### src/rtl/instr_mem_loader_pkg.sv
// Shared definitions for the instruction memory loader: mode encodings,
// FSM state type and the chunks-per-word helper.
package instr_mem_loader_pkg;

    localparam logic MODE_LOAD = 1'b0;
    localparam logic MODE_RUN  = 1'b1;

    typedef enum logic [1:0] {
        S_LOAD = 2'd0,
        S_FULL = 2'd1,
        S_RUN  = 2'd2
    } state_t;

    function automatic int calc_nchunk(input int instr_w, input int chunk_w);
        return (instr_w + chunk_w - 1) / chunk_w;
    endfunction

endpackage

### src/rtl/instr_mem_loader_btn_edge_sync.sv
// Two-flop synchroniser for the raw push-button followed by an edge register
// that yields a single-cycle pulse per rising edge.
module btn_edge_sync (
    input  logic clk,
    input  logic reset,
    input  logic button,
    output logic btn_pulse
);

    logic sync1_q, sync1_d;
    logic sync2_q, sync2_d;
    logic prev_q, prev_d;

    always_comb begin
        sync1_d = button;
        sync2_d = sync1_q;
        prev_d  = sync2_q;
    end

    always_ff @(posedge clk) begin
        if (reset) begin
            sync1_q <= 1'b0;
            sync2_q <= 1'b0;
            prev_q  <= 1'b0;
        end else begin
            sync1_q <= sync1_d;
            sync2_q <= sync2_d;
            prev_q  <= prev_d;
        end
    end

    assign btn_pulse = sync2_q & ~prev_q;

endmodule

### src/rtl/instr_mem_loader.sv
// Instruction memory with a button-driven MSB-first chunk loader and a
// registered fetch port that is active only in run mode.
module instr_mem_loader
    import instr_mem_loader_pkg::*;
#(
    parameter int INSTR_W = 16,
    parameter int CHUNK_W = 6,
    parameter int ADDR_W  = 6
) (
    input  logic               clk,
    input  logic               reset,
    input  logic               clk_enable,
    input  logic               button,
    input  logic [CHUNK_W-1:0] data_in,
    input  logic               mode,
    input  logic               read_en,
    input  logic [ADDR_W-1:0]  read_address,
    output logic [INSTR_W-1:0] instruction_out,
    output logic               out_valid,
    output logic [1:0]         chunk_idx,
    output logic [ADDR_W:0]    load_count,
    output logic               load_full
);

    localparam int NCHUNK = calc_nchunk(INSTR_W, CHUNK_W);
    localparam int LAST_W = INSTR_W - (NCHUNK - 1) * CHUNK_W;
    localparam int DEPTH  = 2 ** ADDR_W;
    localparam logic [ADDR_W:0] DEPTH_CNT = (ADDR_W + 1)'(DEPTH);
    localparam logic [1:0]      LAST_IDX  = 2'(NCHUNK - 1);

    logic [INSTR_W-1:0] mem [DEPTH];

    state_t             state_q, state_d;
    logic [1:0]         chunk_idx_q, chunk_idx_d;
    logic [INSTR_W-1:0] assembly_q, assembly_d;
    logic [ADDR_W:0]    load_count_q, load_count_d;
    logic [INSTR_W-1:0] instruction_out_q, instruction_out_d;
    logic               out_valid_q, out_valid_d;

    logic               btn_pulse;
    logic               mem_we;
    logic [INSTR_W-1:0] wdata;
    logic [INSTR_W-1:0] mem_rdata;
    int                 shamt;

    btn_edge_sync u_btn_edge_sync (
        .clk       (clk),
        .reset     (reset),
        .button    (button),
        .btn_pulse (btn_pulse)
    );

    assign wdata     = assembly_q | INSTR_W'(data_in[LAST_W-1:0]);
    assign mem_rdata = mem[read_address];
    assign shamt     = INSTR_W - CHUNK_W - int'(chunk_idx_q) * CHUNK_W;

    // A mode change takes priority over a pending button pulse in the same cycle.
    always_comb begin
        state_d           = state_q;
        chunk_idx_d       = chunk_idx_q;
        assembly_d        = assembly_q;
        load_count_d      = load_count_q;
        instruction_out_d = instruction_out_q;
        out_valid_d       = out_valid_q;
        mem_we            = 1'b0;
        if (clk_enable) begin
            out_valid_d = 1'b0;
            unique case (state_q)
                S_LOAD, S_FULL: begin
                    if (mode == MODE_RUN) begin
                        state_d     = S_RUN;
                        chunk_idx_d = 2'd0;
                        assembly_d  = '0;
                    end else if (state_q == S_LOAD && btn_pulse) begin
                        if (chunk_idx_q == LAST_IDX) begin
                            mem_we       = 1'b1;
                            load_count_d = load_count_q + 1'b1;
                            chunk_idx_d  = 2'd0;
                            assembly_d   = '0;
                            if (load_count_q + 1'b1 == DEPTH_CNT) begin
                                state_d = S_FULL;
                            end
                        end else begin
                            assembly_d  = assembly_q | (INSTR_W'(data_in) << shamt);
                            chunk_idx_d = chunk_idx_q + 2'd1;
                        end
                    end
                end
                S_RUN: begin
                    if (mode == MODE_LOAD) begin
                        state_d = load_full ? S_FULL : S_LOAD;
                    end
                    if (read_en) begin
                        out_valid_d       = 1'b1;
                        instruction_out_d = ({1'b0, read_address} < load_count_q) ? mem_rdata : '0;
                    end
                end
                default: state_d = S_LOAD;
            endcase
        end
    end

    always_ff @(posedge clk) begin
        if (reset) begin
            state_q           <= S_LOAD;
            chunk_idx_q       <= 2'd0;
            assembly_q        <= '0;
            load_count_q      <= '0;
            instruction_out_q <= '0;
            out_valid_q       <= 1'b0;
        end else begin
            state_q           <= state_d;
            chunk_idx_q       <= chunk_idx_d;
            assembly_q        <= assembly_d;
            load_count_q      <= load_count_d;
            instruction_out_q <= instruction_out_d;
            out_valid_q       <= out_valid_d;
        end
    end

    // Array is never cleared; stale contents are hidden by the load_count range check.
    always_ff @(posedge clk) begin
        if (!reset && mem_we) begin
            mem[load_count_q[ADDR_W-1:0]] <= wdata;
        end
    end

    assign instruction_out = instruction_out_q;
    assign out_valid       = out_valid_q;
    assign chunk_idx       = chunk_idx_q;
    assign load_count      = load_count_q;
    assign load_full       = (load_count_q == DEPTH_CNT);

endmodule

### config.mk
export PLATFORM = sky130hd
export DESIGN_NAME = instr_mem_loader
export DESIGN_NICKNAME = d
export VERILOG_FILES = /design/src/rtl/instr_mem_loader_pkg.sv /design/src/rtl/instr_mem_loader_btn_edge_sync.sv /design/src/rtl/instr_mem_loader.sv
export SDC_FILE = /design/constraint.sdc
export NUM_CORES = 1
export LEC_CHECK = 0
export BUFFER_PORTS_ARGS = -buffer_cell sky130_fd_sc_hd__buf_2
export CAP_MARGIN = 15
export CORE_MARGIN = 2
export CORE_UTILIZATION = 63
export DETAILED_ROUTE_END_ITERATION = 10
export GPL_TIMING_DRIVEN = 0
export PLACE_DENSITY_LB_ADDON = 0.2
export RECOVER_POWER = 100
export SYNTH_ARGS = -nofsm -noshare
export SYNTH_HDL_FRONTEND = slang
export SYNTH_SLANG_ARGS = --single-unit
### constraint.sdc
create_clock -name clk -period 3.5 [get_ports clk]
set_input_delay 0.7 -clock clk [delete_from_list [all_inputs] [get_ports clk]]
set_output_delay 0.7 -clock clk [all_outputs]
set_load 0.02 [all_outputs]
Yosys cells after proc, flatten, opt, wreduce, memory -nomap -nowiden
Memories as Yosys holds them, arrays and structs flattened.
Cells that the tools add are included.
{ "classes": {"n_addsub": 3, "multipliers": 1, "n_div": 0, "magnitude_cmp": 1, "n_eq_ne": 9, "shift": 1, "mux": 23, "n_bitwise": 5, "n_reduce_logical": 10} }
{ "ops": {"columns": ["cell", "count"], "rows": [
  ["2-to-1 mux 16 bit", 4],
  ["<< shifter 6 x 32 -> 16 bit", 1],
  ["2-to-1 mux 2 bit", 8],
  ["bitwise OR 16 bit", 1],
  ["bitwise OR 16 x 4 -> 16 bit", 1],
  ["== test 7 bit (second input constant)", 2],
  ["2-to-1 mux 1 bit", 10],
  ["AND reduction 5 bit", 2],
  ["inequality test 3 bit (second input constant)", 3],
  ["adder 7 x 1 -> 7 bit (second input constant)", 1],
  ["less-than comparator 6 x 7 -> 1 bit", 1],
  ["AND reduction 3 bit", 2],
  ["subtractor 4 x 5 -> 6 bit (first input constant)", 1],
  ["== test 2 bit (second input constant)", 2],
  ["multiplier 2 x 2 -> 4 bit (second input constant)", 1],
  ["case mux 2 bit (2 select lines)", 1],
  ["adder 2 x 1 -> 2 bit (second input constant)", 1],
  ["== test 2 x 1 -> 1 bit (second input constant)", 1],
  ["logical AND 1 bit", 2],
  ["logical NOT 2 bit", 1],
  ["inequality test 2 bit (second input constant)", 1],
  ["NOT 1 bit", 2],
  ["nonzero test 2 bit", 1],
  ["OR reduction 2 bit", 1],
  ["other kinds (2)", 2]
]} }
{ "word_totals": {"reg_bits": 47, "latchBits": 0, "ramBits": 1024, "rom_bits": 0, "inputBits": 18, "out_inout_bits": 27, "mem_count": 1} }
{ "memory_table": {"columns": ["name", "depth", "width", "read_ports", "rd_clocked_by_memory_dff", "wr", "line", "source"], "rows": [
  ["mem", 64, 16, 1, 0, 1, "instr_mem_loader.sv:31", "logic [INSTR_W-1:0] mem [DEPTH];"]
]} }

Depth between registers and ports, before layout
Gate-level depths: netlist (run 1).
{ "logic_depth": {"ltp_word": 10, "depth_mapped": 9, "ltp_nobuf": 7} }

Hierarchy
A second synthesis (run 1) with hierarchy kept.
{ "hier_totals": {"hier_cells": 2463, "hier_area_um2": 42174.2} }
{ "by_module_without_submodules": {"columns": ["module", "instances", "cells_per_inst", "area_each_um2"], "rows": [
  ["instr_mem_loader", 1, 2456, 42086.6],
  ["btn_edge_sync", 1, 7, 87.6]
]} }

Worst setup path after synthesis (run 1)
No wires, ideal clock.
{ "synth_path": {"path_type": "register to register", "start": "register chunk_idx_q[0], in the netlist chunk_idx[0]", "end": "memory mem[62][0] (enable)", "setup_ns": 0.389, "arrival_ns": 2.555, "required_time_ns": 3.111, "setup_slack_ns": 0.556, "path_stages_with_launch": 9, "path_buffers": 2, "synth_period_minus_slack_ns": 2.944, "cell_sequence": "dfxtp_1 clkbuf_1 inv_1 ha_1 nor2b_1 and4_1 clkbuf_1 nand4_1 nor2_1"} }
{ "synth_via": {"elab_chain_len": 9} }
{ "synth_lines": {"columns": ["item", "line", "source"], "rows": [
  ["start, declared", "instr_mem_loader.sv:34", "logic [1:0] chunk_idx_q, chunk_idx_d;"],
  ["start signal, assigned", "instr_mem_loader.sv:113", "chunk_idx_q <= chunk_idx_d;"],
  ["== test 2 bit", "instr_mem_loader.sv:75", "if (chunk_idx_q == LAST_IDX) begin"],
  ["2-to-1 mux 1 bit", "instr_mem_loader.sv:75", null],
  ["2-to-1 mux 1 bit", "instr_mem_loader.sv:74", "end else if (state_q == S_LOAD && btn_pulse) begin"],
  ["2-to-1 mux 1 bit", "instr_mem_loader.sv:70", "if (mode == MODE_RUN) begin"],
  ["2-to-1 mux 1 bit", "instr_mem_loader.sv:68", "unique case (state_q)"],
  ["2-to-1 mux 1 bit", "instr_mem_loader.sv:66", "if (clk_enable) begin"],
  ["logical AND 1 bit", "instr_mem_loader.sv:123", "if (!reset && mem_we) begin"],
  ["2-to-1 mux 1 bit", "instr_mem_loader.sv:123", null],
  ["2-to-1 mux 1 bit (not written as such)", "instr_mem_loader.sv:124", "mem[load_count_q[ADDR_W-1:0]] <= wdata;"],
  ["end, declared", "instr_mem_loader.sv:31", null]
]} }
Every way passes these cells.

Final worst setup path (run 1)
{ "layout_path": {"start": "register chunk_idx_q[0], in the netlist chunk_idx[0]", "end": "memory mem[48][0] (enable)"} }
Same word-level chain as after synthesis.

==> out/metrics.csv, run 1 <==
metric,value,unit
Post-Syn Instances,2457,
"Core Util, Final",0.726,
"antenna viol nets, final",0,
worst path required time,3.87,ns
total CTS buffers,102,
Fmax,0.288,GHz
Crit path arrival time,3.84,ns
sequential area share after synthesis,0.752,
Yosys warnings,0,
period utilisation layout,0.991,
GRT overflow,0,
post-synthesis cell type count,53,
Syn Nets,2489,
placed cell area,44300,um^2
Sink Count,1071,
"commonest non-fill, non-tap cell in the layout",edfxtp_1,
critical setup path kind,reg2reg,
Final Setup Violations,0,
status,finished with violations,
Internal,20.4,mW
Hold Path Class,in2reg,
Diodes inserted,0,
Die W,263,um
HP Start,button,
final max-slew violation count,527,
fraction of layout cells with a size suffix above 1,0.140,
Post-synth EDFFs,1024,
CTS root buffer,clkbuf_16,
# port buffers,43,
final WL,111000,um
final hold vios,0,
slowest CP cell,nor2_2,
core area,66000,um^2
pwr/cell area,542,nW/um^2
Async SR Flop Fraction,0,
# rows,94,
Starting DRT DRC Count,3172,
CP endpoint kind,register,
worst slew pin tran,2.19,ns
Seq cells post-synth,1071,
R2R Setup Slk,0.03,ns
worst-path cell chain,clkbuf_1 -> inv_1 -> ha_1 -> nor2b_1 -> nand4_1 -> nor3_2 -> nand2_2 -> nor2_2 -> buf_6,
Post-Route Skew,0.0338,ns
Clock Latency Late Sink,0.69,ns
Die Area,69000,um^2
placer congestion estimate,0.979,
I/O Pins,45,
Worst VDD drop,0.000459,V
Seq pwr share,0.539,
final instance area,47900,um^2
Worst slew margin,-0.458,
CTS tree,built,
H-tree Lvls,3,
Via density,6.64,
R2R Path End,mem[48][0],
drt pass-1 iters,6,
initial antenna violation count,4,
vias post-DR,24100,
minimum clock period,3.47,ns
"commonest non-fill, non-tap cells in the layout","edfxtp_1 (1024), mux2i_1 (512), a22oi_1 (128)",
RSZ-0062 raised after global routing,yes,
Detailed Place HPWL,76300,um
largest net degree at the start of global routing,46,
Net Sw Power,5.57,mW
Switching Fraction,0.214,
Initial Utilization,0.639,
# DRC,0,
crit path capture,mem[48][0],
Comb pwr share,0.042,
clock share of power,0.418,
origin of the worst setup path,chunk_idx[0],
startpoint types,register,
syn_area_per_cell,17.2,um^2
Max Root-Sink Buffers,3,
GRT Total Usage,0.320,
vias in the first global route,23800,
Netlist Area Pre-Place,42200,um^2
first-pass GRT wire length,159000,um
Layout Nets,2717,
Hold Worst Slack,0.226,ns
Layout area overhead,13.6,%
Avg WL per Cell,30.6,um
Synth Flop Type,edfxtp_1,
maxcap violations,15,
maximum fanout along the worst path,11,
worst-case reg-to-reg path depth,9,
clk slew on worst S/H paths,0.06,ns
violated checks,"max-capacitance violations, max-slew violations",
Leak,16.0,nW
Die Ht,263,um
Final Power,26.0,mW
Slowest Stage Delay on Critical Path,0.51,ns
RR Startpoint,chunk_idx[0],
## flip-flops by register name, indices dropped and copies added (netlist names)
signal	count
out_valid	1
instruction_out	16
u_btn_edge_sync.prev_d	1
assembly_q	16
state_q	2
u_btn_edge_sync.prev_q	1
chunk_idx	2
load_count	7
mem	1024
u_btn_edge_sync.sync1_q	1
## cells in the mapped netlist (7+ instances only)
| library cell | number | share of area |
|---|---|---|
| buf_6 | 7 | 0.0019 |
| nor2b_1 | 11 | 0.0016 |
| o21a_1 | 16 | 0.0028 |
| a2111oi_0 | 17 | 0.0035 |
| buf_2 | 49 | 0.0058 |
| o22a_1 | 15 | 0.0031 |
| nand2_1 | 31 | 0.0028 |
| o21ai_0 | 34 | 0.0040 |
| mux2_2 | 8 | 0.0021 |
| a221oi_2 | 11 | 0.0039 |
| and4_1 | 29 | 0.0060 |
| clkbuf_1 | 54 | 0.0048 |
| a21oi_1 | 7 | 0.00083 |
| inv_1 | 11 | 0.00098 |
| a22oi_1 | 128 | 0.023 |
| xnor2_1 | 7 | 0.0015 |
| nor2_1 | 165 | 0.015 |
| nand3_1 | 59 | 0.0070 |
| ha_1 | 14 | 0.0042 |
| a31oi_1 | 16 | 0.0024 |
| mux2i_1 | 512 | 0.12 |
| dfxtp_1 | 47 | 0.022 |
| nor3_1 | 10 | 0.0012 |
| buf_4 | 25 | 0.0045 |
| o22ai_1 | 86 | 0.013 |
| edfxtp_1 | 1024 | 0.73 |
## kinds of logic after synthesis
kind of cell,count (synthesis),share of synthesized area
multiplexers,520,0.124
XOR/XNOR,7,0.00145
buffers and inverters,152,0.0186
flip-flops,1071,0.752
AND/OR/NAND/NOR,341,0.0401
adder cells (fa/ha/maj),14,0.00416
AO/OA/AOI/OAI,352,0.0603
## worst max-delay path: cells and delay by family (launching register included)
family	cells	cell delay [ns]
simple gates	5	1.86
buf+inv	3	0.69
flops	1	0.37
fa+ha+maj	1	0.22
## how the worst min path moves through the flow
stage               slack (ns)  depth (start not counted)                       to
floorplan                 0.41                          1   u_btn_edge_sync.prev_d
global placement          0.42                          1   u_btn_edge_sync.prev_d
detailed placement        0.45                          1   u_btn_edge_sync.prev_d
CTS                       0.20                          2  u_btn_edge_sync.sync1_q
global route              0.21                          2  u_btn_edge_sync.sync1_q
finish                    0.23                          2  u_btn_edge_sync.sync1_q
## cell type report
type / instances / area [um^2]
Fill cell: 3916 / 18100
Multi-Input combinational cell: 1234 / 10100
Tap cell: 864 / 1080
Buffer: 141 / 737
Clock buffer: 132 / 2690
Timing Repair Buffer: 124 / 990
Clock inverter: 53 / 603
Inverter: 11 / 41.3
Sequential cell: 1071 / 31700
## metal layers
metal / GRT usage / share of wire / vias to the layer above
met4: 0.131 / 0.043 / 6
met5: 0 / 0.00031 / -
met1: 0.437 / 0.38 / 12200
li1: - / - / 10300
met2: 0.510 / 0.48 / 1364
met3: 0.0647 / 0.10 / 271
## stage by stage
stage,std cells,TNS (ns),setup slack (ns)
2_1_floorplan,2457,0,0.556
5_1_grt,3630,-7.07,-0.146
3_5_place_dp,3423,-68.51,-0.304
6_report,3630,0,0.0314
3_3_place_gp,3364,-311.39,-0.750
4_1_cts,3616,-34.50,-0.258
## repair_timing
item,CTS,global route
buffers inserted,8,13
pin swaps,2,15
setup endpoints to repair,601,691
gates resized for setup,35,34
endpoints found under the hold margin,0,0
hold buffers,0,0
## power by group through the flow
stage	logic [mW]	registers, mW	clock network (mW)
final	1.10	14.0	10.9
after global routing	1.13	14.0	11.4
after CTS	1.09	14.0	10.9
after detailed placement	1.08	14.3	0
after global placement	0.986	14.3	0
after floorplan	0.607	14.3	0
Note: power is estimated with default switching activity, not from simulation.
==> run 2, diff against run 1 <==
--- a/config.mk
+++ b/config.mk
@@ -6,13 +6,14 @@
 export NUM_CORES = 1
 export LEC_CHECK = 0
 export BUFFER_PORTS_ARGS = -buffer_cell sky130_fd_sc_hd__buf_2
-export CAP_MARGIN = 15
+export CAP_MARGIN = 0
 export CORE_MARGIN = 2
 export CORE_UTILIZATION = 63
 export DETAILED_ROUTE_END_ITERATION = 10
 export GPL_TIMING_DRIVEN = 0
 export PLACE_DENSITY_LB_ADDON = 0.2
 export RECOVER_POWER = 100
+export SETUP_SLACK_MARGIN = 0.3
 export SYNTH_ARGS = -nofsm -noshare
 export SYNTH_HDL_FRONTEND = slang
 export SYNTH_SLANG_ARGS = --single-unit
==> out/metrics.csv, run 2 (synthesis results as in run 1) <==
metric,value,unit
initial antenna violation count,3,
Seq pwr share,0.535,
placed cell count,3400,
maxcap violations,16,
GRT Total Usage,0.321,
Detailed Place HPWL,74600,um
register area,31700,um^2
Comb pwr share,0.042,
Avg WL per Cell,30.4,um
placer congestion estimate,0.979,
I/O Pins,45,
worst path required time,4.01,ns
final hold vios,0,
RSZ-0062 raised after global routing,yes,
final max-slew violation count,627,
critical setup path kind,in2reg,
Post-Layout Cell Count,3651,
H-tree Lvls,3,
"commonest non-fill, non-tap cell in the layout",edfxtp_1,
fraction of layout cells with a size suffix above 1,0.158,
"antenna viol nets, final",0,
Max Root-Sink Buffers,3,
GRT overflow,0,
violated checks,"max-capacitance violations, max-slew violations",
Die Ht,263,um
first-pass GRT wire length,159000,um
period utilisation layout,0.959,
"Hold-fix buffers, CTS",0,
maximum fanout along the worst path,10,
# DRC,0,
Starting DRT DRC Count,3365,
total CTS buffers,103,
Die W,263,um
CTS tree,built,
pre-CTS setup slack,-0.675,ns
Net Sw Power,5.55,mW
Layout Nets,2731,
Initial Utilization,0.639,
Post-Route Skew,0.0199,ns
drt pass-1 iters,6,
clock share of power,0.423,
CTS root buffer,clkbuf_16,
startpoint types,input port,
Final Setup Violations,0,
pwr/cell area,540,nW/um^2
Leak,16.3,nW
Worst VDD drop,0.000465,V
number of flip-flops in the largest register,1024,
Crit path arrival time,3.87,ns
setup ws final,0.143,ns
Internal,20.6,mW
worst slew pin tran,2.84,ns
multi-input logic area,10200,um^2
"commonest non-fill, non-tap cells in the layout","edfxtp_1 (1024), mux2i_1 (512), a22oi_1 (128)",
Switching Fraction,0.212,
vias in the first global route,23600,
# port buffers,43,
Via density,6.63,
CP endpoint kind,register,
Clock Latency Late Sink,0.67,ns
clk slew on worst S/H paths,0.06,ns
Hold Path Class,in2reg,
Layout area overhead,15.1,%
fill cell count,3836,
Sink Count,1071,
Die Area,69000,um^2
core area,66000,um^2
status,finished with violations,
Fmax,0.298,GHz
final WL,111000,um
# rows,94,
vias post-DR,24200,
Worst slew margin,-0.890,
largest net degree at the start of global routing,65,
minimum clock period,3.36,ns
-- run 2: cell types whose count changed in the layout (fill, tap and decap cells not counted), moves of 7 or more --
cell	change
buf_4	+12
clkbuf_1	-17
clkinv_2	+12
nor2_4	+12
buf_12	+19
nor2_1	-7
-- run 2: repair_timing --
action                     in CTS  in global routing
resized for setup              68                 33
setup endpoints to repair     911                944
setup buffers                  41                 17
pin swaps                      29                 12
-- run 2: final timing paths --
path              slack (ns)  depth (start not counted)                       to                    start
setup / recovery        0.14                          8      instruction_out[10]          read_address[4]
hold / removal          0.28                          2  u_btn_edge_sync.sync1_q                   button
setup reg to reg        0.24                          6      instruction_out[10]               state_q[1]
hold reg to reg         0.45                          1   u_btn_edge_sync.prev_d  u_btn_edge_sync.sync1_q
-- run 2: per-stage QoR --
stage	hold slack (ns)	util	total power, mW	cell area, um^2	TNS (ns)
4_1_cts	0.245	0.734	26.2	48400	-19.11
5_1_grt	0.268	0.735	26.8	48500	0
3_3_place_gp	0.417	0.659	15.3	43500	-311.39
6_report	0.279	0.735	26.2	48500	0
2_1_floorplan	0.414	-	14.9	42200	0
3_5_place_dp	0.453	0.669	15.3	44100	-173.21
-- run 2: layer usage --
layer,track usage,routed length (um),up-vias,share of wire
met5,0,218,-,0.0020
met4,0.134,5160,4,0.046
met2,0.512,53200,1397,0.48
li1,-,-,10300,-
met1,0.441,42000,12300,0.38
met3,0.0597,10500,280,0.095
-- run 2: power groups by stage --
stage,clock (mW),sequential (mW),combinational [mW]
3_3_place_gp,0,14.3,0.986
3_5_place_dp,0,14.3,1.07
2_1_floorplan,0,14.3,0.607
4_1_cts,11.1,14.0,1.08
5_1_grt,11.6,14.0,1.12
6_report,11.1,14.0,1.09
-- run 2: layout make-up --
cell class / instances / share of cell area
plain buffers: 141 / 0.0153
clock inverters: 68 / 0.0134
repair buffers: 137 / 0.0278
multi-input cells: 1234 / 0.211
well taps: 864 / 0.0223
clock buffers: 124 / 0.0565
inverters: 11 / 0.000851
diodes: 1 / 0.0000516
flip-flops and latches: 1071 / 0.653
-- run 2: critical path, stage by stage --
cell	delay [ns]
buf_2	0.17
buf_4	0.20
nand4b_1	0.28
clkbuf_1	0.48
o22ai_1	0.20
a2111oi_0	1.28
and4_1	0.46
a221oi_1	0.07
